## config.mk

```make
export PLATFORM = sky130hd
export DESIGN_NAME = traffic_light_monitor
export DESIGN_NICKNAME = d
export VERILOG_FILES = /design/src/rtl/traffic_light_monitor.sv
export SDC_FILE = /design/constraint.sdc
export NUM_CORES = 1
export LEC_CHECK = 0
export ABC_AREA = 1
export CAP_MARGIN = 20
export CORE_MARGIN = 2
export CORE_UTILIZATION = 30
export CTS_CLUSTER_DIAMETER = 120
export DETAILED_ROUTE_END_ITERATION = 10
export GPL_ROUTABILITY_DRIVEN = 0
export PLACE_DENSITY = 0.66
export SYNTH_ARGS = -nofsm -noshare
export SYNTH_HDL_FRONTEND = slang
export SYNTH_SLANG_ARGS = --single-unit
```

## constraint.sdc

```tcl
create_clock -name clk -period 3.2 [get_ports clk]
set_input_delay 0.32 -clock clk [delete_from_list [all_inputs] [get_ports clk]]
set_output_delay 0.32 -clock clk [all_outputs]
set_load 0.01 [all_outputs]
```

## src/rtl/traffic_light_monitor.sv

```systemverilog
// Receive-side checker for the one-hot traffic light bus: tracks phase and dwell,
// flags encoding/order/duration errors. Optional cycle counter: TRAFFIC_LIGHT_MONITOR_CYCLE_CNT_EN.
module traffic_light_monitor #(
    parameter int CNT_W  = 7,
    parameter int ERRC_W = 8
) (
    input  logic              clk,
    input  logic              reset,
    input  logic [2:0]        light,
    input  logic [17:0]       timer_config,
    input  logic              clr_err,
    output logic [2:0]        phase,
    output logic [CNT_W-1:0]  dwell_cnt,
    output logic              dwell_valid,
    output logic [2:0]        last_phase,
    output logic [CNT_W-1:0]  last_dwell,
    output logic              err_encoding,
    output logic              err_sequence,
    output logic              err_duration,
    output logic              err_sticky,
    output logic [ERRC_W-1:0] err_count,
    output logic [15:0]       cycle_count
);

    localparam logic [2:0] RED = 3'b100;
    localparam logic [2:0] YEL = 3'b010;
    localparam logic [2:0] GRN = 3'b001;

    typedef enum logic {
        SYNC  = 1'b0,
        TRACK = 1'b1
    } fsm_e;

    function automatic logic is_legal(input logic [2:0] l);
        return (l == RED) || (l == YEL) || (l == GRN);
    endfunction

    function automatic logic order_ok(input logic [2:0] from_p, input logic [2:0] to_p);
        case (from_p)
            RED:     return to_p == GRN;
            GRN:     return to_p == YEL;
            YEL:     return to_p == RED;
            default: return 1'b0;
        endcase
    endfunction

    function automatic logic [5:0] cfg_field(input logic [2:0] p, input logic [17:0] cfg);
        case (p)
            RED:     return cfg[17:12];
            YEL:     return cfg[11:6];
            default: return cfg[5:0];
        endcase
    endfunction

    fsm_e              fsm_q;
    logic [2:0]        phase_q;
    logic [CNT_W-1:0]  dwell_q;
    logic [CNT_W-1:0]  exp_q;
    logic              overrun_q;
    logic              illegal_q;
    logic              dwell_valid_q;
    logic [2:0]        last_phase_q;
    logic [CNT_W-1:0]  last_dwell_q;
    logic              err_enc_q;
    logic              err_seq_q;
    logic              err_dur_q;
    logic              err_sticky_q;
    logic [ERRC_W-1:0] err_count_q;

    logic              legal_s;
    logic              boundary_s;
    logic              same_s;
    logic              resync_s;
    logic              enc_s;
    logic              seq_s;
    logic              dur_s;
    logic              any_err_s;
    logic [CNT_W-1:0]  exp_next_s;
    logic [ERRC_W-1:0] err_count_d;
    logic              err_sticky_d;

    // Classify the current light sample against the tracked phase.
    always_comb begin
        legal_s    = is_legal(light);
        boundary_s = legal_s && (light != phase_q);
        same_s     = legal_s && (light == phase_q);
        resync_s   = boundary_s && illegal_q;
        enc_s      = !legal_s;
        seq_s      = boundary_s && !resync_s && !order_ok(phase_q, light);
        // Short phase at the boundary, or overrun reached while still holding; once per phase.
        dur_s      = (fsm_q == TRACK) && !overrun_q &&
                     ((boundary_s && (dwell_q < exp_q)) ||
                      (same_s && (dwell_q == exp_q)));
        any_err_s  = enc_s || seq_s || dur_s;
        exp_next_s = CNT_W'(cfg_field(light, timer_config)) + CNT_W'(1);
    end

    // Error bookkeeping: a fresh error outranks a same-cycle clear.
    always_comb begin
        err_count_d  = err_count_q;
        err_sticky_d = err_sticky_q;
        if (any_err_s) begin
            err_sticky_d = 1'b1;
            if (clr_err) begin
                err_count_d = {{(ERRC_W-1){1'b0}}, 1'b1};
            end else if (err_count_q != {ERRC_W{1'b1}}) begin
                err_count_d = err_count_q + ERRC_W'(1);
            end else begin
                err_count_d = err_count_q;
            end
        end else if (clr_err) begin
            err_sticky_d = 1'b0;
            err_count_d  = '0;
        end else begin
            err_sticky_d = err_sticky_q;
            err_count_d  = err_count_q;
        end
    end

    // Phase tracking FSM with registered status and error pulses.
    always_ff @(posedge clk or negedge reset) begin
        if (!reset) begin
            fsm_q         <= SYNC;
            phase_q       <= RED;
            dwell_q       <= '0;
            exp_q         <= '0;
            overrun_q     <= 1'b0;
            illegal_q     <= 1'b0;
            dwell_valid_q <= 1'b0;
            last_phase_q  <= RED;
            last_dwell_q  <= '0;
            err_enc_q     <= 1'b0;
            err_seq_q     <= 1'b0;
            err_dur_q     <= 1'b0;
            err_sticky_q  <= 1'b0;
            err_count_q   <= '0;
        end else begin
            dwell_valid_q <= boundary_s;
            err_enc_q     <= enc_s;
            err_seq_q     <= seq_s;
            err_dur_q     <= dur_s;
            err_sticky_q  <= err_sticky_d;
            err_count_q   <= err_count_d;
            illegal_q     <= !legal_s;
            if (!legal_s) begin
                fsm_q <= SYNC;
            end else if (boundary_s) begin
                last_phase_q <= phase_q;
                last_dwell_q <= dwell_q;
                phase_q      <= light;
                dwell_q      <= CNT_W'(1);
                exp_q        <= exp_next_s;
                overrun_q    <= 1'b0;
                // After an illegal gap the new phase start is untrusted.
                fsm_q        <= resync_s ? SYNC : TRACK;
            end else begin
                if (dwell_q != {CNT_W{1'b1}}) begin
                    dwell_q <= dwell_q + CNT_W'(1);
                end
                if (dur_s) begin
                    overrun_q <= 1'b1;
                end
            end
        end
    end

`ifdef TRAFFIC_LIGHT_MONITOR_CYCLE_CNT_EN
    logic        cyc_ok_q;
    logic [15:0] cycle_q;
    logic        into_red_s;
    logic        y_to_r_s;

    // Boundary kinds relevant to full-cycle counting.
    always_comb begin
        into_red_s = boundary_s && (light == RED);
        y_to_r_s   = into_red_s && !resync_s && (phase_q == YEL);
    end

    // A full R->G->Y cycle counts when its R start was tracked and it stayed error-free.
    always_ff @(posedge clk or negedge reset) begin
        if (!reset) begin
            cyc_ok_q <= 1'b0;
            cycle_q  <= '0;
        end else begin
            if (y_to_r_s && cyc_ok_q && !any_err_s && (cycle_q != 16'hFFFF)) begin
                cycle_q <= cycle_q + 16'd1;
            end
            if (into_red_s) begin
                cyc_ok_q <= !resync_s;
            end else if (any_err_s) begin
                cyc_ok_q <= 1'b0;
            end
        end
    end

    assign cycle_count = cycle_q;
`else
    assign cycle_count = 16'h0000;
`endif

    assign phase        = phase_q;
    assign dwell_cnt    = dwell_q;
    assign dwell_valid  = dwell_valid_q;
    assign last_phase   = last_phase_q;
    assign last_dwell   = last_dwell_q;
    assign err_encoding = err_enc_q;
    assign err_sequence = err_seq_q;
    assign err_duration = err_dur_q;
    assign err_sticky   = err_sticky_q;
    assign err_count    = err_count_q;

endmodule

```

==> results of run 1 <==
==> layout make-up <==
class | count | area, um^2 | share of cell area (%)
well taps | 105 | 131 | 4.13
clock inverters | 1 | 30.0 | 0.945
clock buffers | 6 | 82.6 | 2.60
repair buffers | 56 | 556 | 17.5
multi-input cells | 227 | 1180 | 37.0
flip-flops and latches | 42 | 1050 | 33.1
inverters | 39 | 149 | 4.69
==> where the power goes <==
part           internal (mW)  leakage (nW)  switching [mW]
Sequential             0.607         0.546          0.0568
Clock                  0.250        0.0573           0.186
Combinational          0.194         0.936           0.230
==> worst min path at each step <==
stage	startpoint	to	slack (ns)
5_1_grt	reset	err_count[3]$_DFFE_PN0P_	0.24
6_report	reset	err_count[3]$_DFFE_PN0P_	0.14
4_1_cts	reset	err_count[3]$_DFFE_PN0P_	0.19
3_3_place_gp	fsm_q$_DFFE_PN0P_	fsm_q$_DFFE_PN0P_	0.46
3_5_place_dp	fsm_q$_DFFE_PN0P_	fsm_q$_DFFE_PN0P_	0.48
2_1_floorplan	reset	dwell_cnt[0]$_DFFE_PN0P_	0.02
==> logic make-up (layout without fill, tap and decap cells) <==
| kind of cell | after synthesis | after routing | synth area share (%) |
|---|---|---|---|
| adders and majority gates | 10 | 10 | 5.08 |
| other | 1 | 16 | 0.152 |
| DFF | 42 | 42 | 42.7 |
| and+or+nand+nor | 161 | 161 | 30.5 |
| buffers and inverters | 60 | 102 | 11.8 |
| AOI/OAI and AO/OA | 34 | 34 | 7.56 |
| xor gates and xnor gates | 6 | 6 | 2.13 |
==> synthesized netlist by cell type, drive strengths merged <==
library cell / instances / area, um^2
a21oi: 4 / 20.0
xor2: 4 / 35.0
xnor2: 2 / 17.5
dfstp: 2 / 52.6
nor3: 10 / 55.1
nand3b: 1 / 7.51
dfrtp: 40 / 1000
o21bai: 2 / 15.0
nand3: 32 / 185
nor2: 17 / 76.3
nand2: 93 / 377
inv: 39 / 149
buf: 19 / 135
a31oi: 1 / 6.26
clkbuf: 2 / 7.51
o22ai: 3 / 18.8
ha: 10 / 125
conb: 1 / 3.75
o211ai: 1 / 7.51
nand4: 6 / 37.5
nor3b: 1 / 7.51
o21ai: 23 / 119
nor4: 1 / 6.26
==> layer usage <==
metal,wire [um],vias to the layer above,track usage [%]
li1,-,1099,-
met1,2560,958,17.4
met2,2420,84,21.2
met3,379,8,3.27
met4,100,0,4.71
met5,0,-,0
==> per-stage QoR <==
stage / std cells / area [um^2] / power (mW)
floorplan: 329 / 2520 / 0.920
global placement: 469 / 3070 / 1.10
detailed placement: 469 / 3070 / 1.10
CTS: 476 / 3180 / 1.54
global route: 476 / 3180 / 1.63
finish: 476 / 3180 / 1.52
==> flip-flops by register name, indices dropped and copies added, names as in the netlist <==
signal	flops
err_count	8
dwell_cnt	7
exp_q	7
last_dwell	7
last_phase	3
phase	3
dwell_valid	1
err_duration	1
err_encoding	1
err_sequence	1
err_sticky	1
fsm_q	1
overrun_q	1
==> cells in the final DEF, fill, tap and decap left out <==
cell type         n
a21oi_1           4
a31oi_1           1
buf_2             1
bufinv_16         1
clkbuf_8          6
clkdlybuf4s50_1  55
conb_1           16
dfrtp_1          40
dfstp_2           2
ha_1             10
inv_1            34
inv_2             4
inv_4             1
nand2_1          88
nand2_2           2
nand2_4           3
nand3_1          27
nand3_2           5
nand3b_1          1
nand4_1           6
nor2_1           14
nor2_2            2
nor2_4            1
nor3_1            9
nor3_2            1
nor3b_1           1
nor4_1            1
o211ai_1          1
o21ai_0          22
o21ai_2           1
o21bai_1          2
o22ai_1           3
xnor2_1           2
xor2_1            4
==> worst register-to-register path, stage by stage, from the launching register on <==
cell and delay [ns]:
dfstp_2 0.60, inv_2 0.05, nand2_1 0.06, nand2_1 0.05, nand3_2 0.13, nand2_4 0.22
inv_4 0.23, nand2_1 0.07, nand2_1 0.08, nand2_2 0.08, nand2_4 0.13, nand2_4 0.10
nand3_1 0.09, nand2_1 0.06
==> results.tsv, run 1 <==
stage	metric	value	unit
run_status	status	completed	
detailed_routing	ANT nets after route	0	
die	core area	0.00809	mm^2
sta	Tmin final	2.11	ns
detailed_routing	# DRC	0	
detailed_routing	vias	2149	
sta	setup violators final	0	
clock_network	clock latency on the worst-skew pair	0.30	ns
cells_and_area	P&R area growth vs syn	28.9	%
cells_and_area	layout cell share with drive strength beyond 1	8.09	%
clock_network	CTS buffer count	5	
synth	Yosys cell types	33	
setup_path	Critical Path Sink	err_count[6]$_DFFE_PN0P_	
global_routing	vias in the first global route	2013	
detailed_routing	DR vias/cell	4.51	
setup_path	CP Depth	13	
global_routing	largest net degree at the start of global routing	43	
pwr	worst-case vdd ir drop	178	uV
clock_network	post-cts resize count	0	
cells_and_area	Util after Layout	39.3	%
sta	Worst Tran Pin Value	0.893	ns
setup_path	slowest CP cell	clkdlybuf4s50_1	
sta	Final period util	65.9	%
synth	register area share after synthesis	42.7	%
sta	RSZ-0062 raised after global routing	false	
die	Initial Utilization	30.5	%
clock_network	CTS tree	built	
detailed_routing	drt first pass iters	5	
pwr	Leak Pwr	1.54	nW
setup_path	critical-path cell list	clkdlybuf4s50_1, inv_2, nand3_2, nand3_2, nand2_4, inv_4, nand2_1, nand2_1, nand2_2, nand2_4, nand2_4, nand3_1, nand2_1	
setup_path	crit path launch	light[0]	
die	die area	0.00896	mm^2
global_routing	initial antenna violation count	0	
cells_and_area	filler instances	840	
flow_run	max-cap violations	0	
clock_network	Root Buffer Master	clkbuf_8	
setup_path	CP startpoint kind	primary input	
placed_design	DPL Wire Length	4190	um
sta	highest clock rate	474	MHz
cells_and_area	Diodes inserted	0	
setup_path	Setup Crit Path Kind	primary input to register	
die	# rows	33	
clock_network	postcts setup bufs	0	
clock_network	hold_buf cts	0	
setup_path	CP bufs+invs	3	
setup_path	critical-path maximum fanout	34	
synth	Post-Syn Instances	314	
pwr	pwr/cell area	480	mW/mm^2
sta	Final WS setup	1.09	ns
setup_path	CP top delay family	simple AND/OR/NAND/NOR gates	
placed_design	port buffer count	56	
sta	Worst Skew	0.00430	ns
clock_network	clock tree sinks	42	
setup_path	R2R Path Start	phase[2]$_DFFE_PN1P_	
die	boundary pin count	73	
synth	Yosys Warn Count	0	
setup_path	Worst R2R Path Depth	13	
clock_network	H-tree levels	2	
synth	Yosys reg bits	42	
sta	Setup TNS	0	ns
placed_design	pre-CTS setup slack	0.801	ns
global_routing	total global routing overflow	0	
setup_path	Worst Setup End Kind	register	
global_routing	gr usage total	13.2	%
global_routing	first-pass GRT wire length	9410	um
setup_path	worst path required time	3.44	ns
die	Die Y	94.6	um
detailed_routing	Initial DRC Count	100	
detailed_routing	Routed WL	5460	um
die	die width	94.6	um
setup_path	Worst R2R Setup Slack	1.15	ns
setup_path	worst r2r dst	err_count[6]$_DFFE_PN0P_	
sta	Hold Slack	0.138	ns
synth	Synth Cell Area	0.00246	mm^2
hold_path	Worst Hold Class	primary input to asynchronous set/reset pin	
clock_network	Reg clk slew, reported paths	0.08	ns
setup_path	CP max stage delay	0.57	ns
detailed_routing	DR WL/cell	11.5	um
sta	final slew viol count	0	
cells_and_area	Layout Nets	405	
setup_path	Critical Path AT	2.35	ns
sta	Hold Fails Final Rpt	0	
synth	Avg Inst Size Synth	7.85	um^2
clock_network	CTS Buffer Depth	2	
sta	normalized max-slew margin	40.5	%
(Power assumes the default switching activity.)
==> inputs of run 2 (changes only) <==
PLACE_DENSITY = 0.68   (was 0.66)
clock period = 1.9 ns   (was 3.2 ns; I/O delays follow)
==> results.tsv, run 2 (same netlist as run 1, synthesis figures left out) <==
stage	metric	value	unit	change
cells_and_area	Largest register FFs	8		unchanged
sta	Hold Fails Final Rpt	0		unchanged
die	die width	94.6	um	unchanged
clock_network	clock latency on the worst-skew pair	0.30	ns	about the same
clock_network	clock tree sinks	42		unchanged
pwr	Psw	0.828	mW	+75%
sta	RSZ-0062 raised after global routing	false		
cells_and_area	layout cell share with drive strength beyond 1	15.4	%	+7.4 points
setup_path	Worst Setup End Kind	register		
placed_design	port buffer count	56		unchanged
sta	normalized max-slew margin	62.2	%	+22 points
sta	highest clock rate	553	MHz	
hold_path	HP Start	light[0]		
global_routing	initial antenna violation count	0		unchanged
cells_and_area	filler instances	822		-2.1%
clock_network	CTS Buffer Depth	2		unchanged
pwr	combinational share of power	30.7	%	+2.9 points
detailed_routing	DR WL/cell	11.5	um	+0.59%
setup_path	R2R Path Start	dwell_cnt[2]$_DFFE_PN0P_		
detailed_routing	Routed WL	5770	um	+5.7%
setup_path	Critical Path AT	1.99	ns	-0.36 ns
pwr	worst-case vdd ir drop	309	uV	+74%
die	boundary pin count	73		unchanged
pwr	sequential power share	42.6	%	-1.0 points
hold_path	Worst Hold Class	primary input to register		
sta	Final WS setup	0.0933	ns	-0.997 ns
pwr	Leak Pwr	1.67	nW	+8.3%
hold_path	cell count of the worst hold path	3		
detailed_routing	drt first pass iters	4		-1
setup_path	worst path required time	2.09	ns	-1.35 ns
sta	final slew viol count	0		unchanged
detailed_routing	ANT nets after route	0		unchanged
die	core area	0.00809	mm^2	unchanged
flow_run	max-cap violations	0		unchanged
run_status	status	completed		
cells_and_area	most frequent cells in the layout	nand2_1, clkdlybuf4s50_1, dfrtp_1, inv_1, nand3_1		
hold_path	Min-Delay Endpoint	phase[0]$_DFFE_PN0P_		
die	die area	0.00896	mm^2	unchanged
sta	Tmin final	1.81	ns	
pwr	switching share of power	31.6	%	+0.55 points
setup_path	worst r2r dst	err_count[0]$_DFFE_PN0P_		
clock_network	CTS tree	built		
sta	Worst Skew	0.00636	ns	+0.00206 ns
placed_design	DP Cell Count	485		+3.4%
global_routing	vias in the first global route	2082		+3.4%
cells_and_area	Diodes inserted	0		unchanged
sta	Final period util	95.1	%	
die	Initial Utilization	30.5	%	unchanged
die	# rows	33		unchanged
setup_path	CP startpoint kind	register		
detailed_routing	# DRC	0		unchanged
global_routing	largest net degree at the start of global routing	34		-21%
pwr	internal power	1.79	mW	+71%
placed_design	pre-CTS setup slack	-0.142	ns	-0.943 ns
global_routing	total global routing overflow	0		unchanged
sta	Hold Slack	0.328	ns	+0.189 ns
clock_network	H-tree levels	2		unchanged
cells_and_area	fin cells	500		+5.0%
setup_path	critical-path maximum fanout	8		-76%
detailed_routing	vias	2256		+5.0%
setup_path	Worst R2R Setup Slack	0.09	ns	-1.06 ns
detailed_routing	DR vias/cell	4.51		about the same
setup_path	Worst R2R Path Depth	11		-2
global_routing	first-pass GRT wire length	9600	um	+2.1%
sta	setup violators final	0		unchanged
cells_and_area	P&R area growth vs syn	38.9	%	
cells_and_area	Layout Nets	428		+5.7%
die	Die Y	94.6	um	unchanged
setup_path	Setup Crit Path Kind	register to register		
sta	Worst Tran Pin Value	0.567	ns	-0.326 ns
cells_and_area	most common cell after layout, fill and taps aside	nand2_1		
pwr	Clock power frac	26.7	%	-1.9 points
detailed_routing	Initial DRC Count	68		-32%
clock_network	Reg clk slew, reported paths	0.08	ns	about the same
placed_design	DPL Wire Length	4440	um	+5.8%
pwr	pwr/cell area	765	mW/mm^2	+60%
clock_network	CTS buffer count	5		unchanged
clock_network	Root Buffer Master	clkbuf_8		
global_routing	gr usage total	13.6	%	+0.34 points
-- run 2: how the worst max path moves through the flow --
| stage | slack (ns) | to | from |
|---|---|---|---|
| final | 0.09 | err_count[0]$_DFFE_PN0P_ | dwell_cnt[2]$_DFFE_PN0P_ |
| after CTS | 0.05 | err_count[0]$_DFFE_PN0P_ | dwell_cnt[5]$_DFFE_PN0P_ |
| after global placement | -0.07 | exp_q[4]$_DFFE_PN0P_ | light[1] |
| after global routing | 0.003 | err_count[4]$_DFFE_PN0P_ | dwell_cnt[0]$_DFFE_PN0P_ |
| after floorplan | 0.25 | err_count[0]$_DFFE_PN0P_ | dwell_cnt[2]$_DFFE_PN0P_ |
| after detailed placement | -0.14 | exp_q[4]$_DFFE_PN0P_ | light[1] |
-- run 2: stage by stage --
step / instance area [um^2] / total power, mW / utilization [%] / setup TNS [ns]
6_report: 3420 / 2.62 / 42.3 / 0
5_1_grt: 3420 / 2.79 / 42.3 / 0
4_1_cts: 3320 / 2.62 / 41.0 / 0
3_5_place_dp: 3200 / 1.90 / 39.5 / -1.53
3_3_place_gp: 3200 / 1.88 / 39.5 / -0.417
2_1_floorplan: 2520 / 1.55 / - / 0
-- run 2: power groups by stage --
| stage | combinational [mW] | clock (mW) | sequential [mW] |
|---|---|---|---|
| 2_1_floorplan | 0.395 | 0 | 1.15 |
| 3_3_place_gp | 0.753 | 0 | 1.13 |
| 3_5_place_dp | 0.771 | 0 | 1.13 |
| 4_1_cts | 0.779 | 0.724 | 1.12 |
| 5_1_grt | 0.902 | 0.759 | 1.13 |
| 6_report | 0.805 | 0.700 | 1.12 |
-- run 2: layout make-up --
class / instances / area [um^2] / share of cell area (%)
Timing Repair Buffer: 79 / 746 / 21.8
Sequential cell: 42 / 1050 / 30.8
Tap cell: 105 / 131 / 3.84
Clock buffer: 5 / 68.8 / 2.01
Inverter: 39 / 149 / 4.35
Multi-Input combinational cell: 227 / 1230 / 36.0
Clock inverter: 3 / 40.0 / 1.17
-- run 2: per-layer routing --
layer | vias to the layer above | GRT usage [%] | wire length (um)
met5 | - | 0 | 0
met4 | 0 | 4.71 | 99
met3 | 9 | 2.79 | 311
met2 | 67 | 21.9 | 2650
met1 | 1039 | 18.0 | 2700
li1 | 1141 | - | -
-- run 2: critical path, cell delays in order (launching register included) --
cell and delay, ns:
dfrtp_1 0.41, ha_1 0.34, a21oi_1 0.15, nand2_1 0.06, a21oi_1 0.15, nand2_1 0.08
nand2_1 0.08, nand2_2 0.08, nand2_4 0.11, nand2_4 0.09, nand3_1 0.08, nand2_1 0.06
-- run 2: repair_timing --
action	4_1_cts	5_1_grt
setup endpoints to repair	0	13
gates resized for setup	0	10
hold buffers	1	0
setup buffers	0	6
hold endpoints to repair	23	0
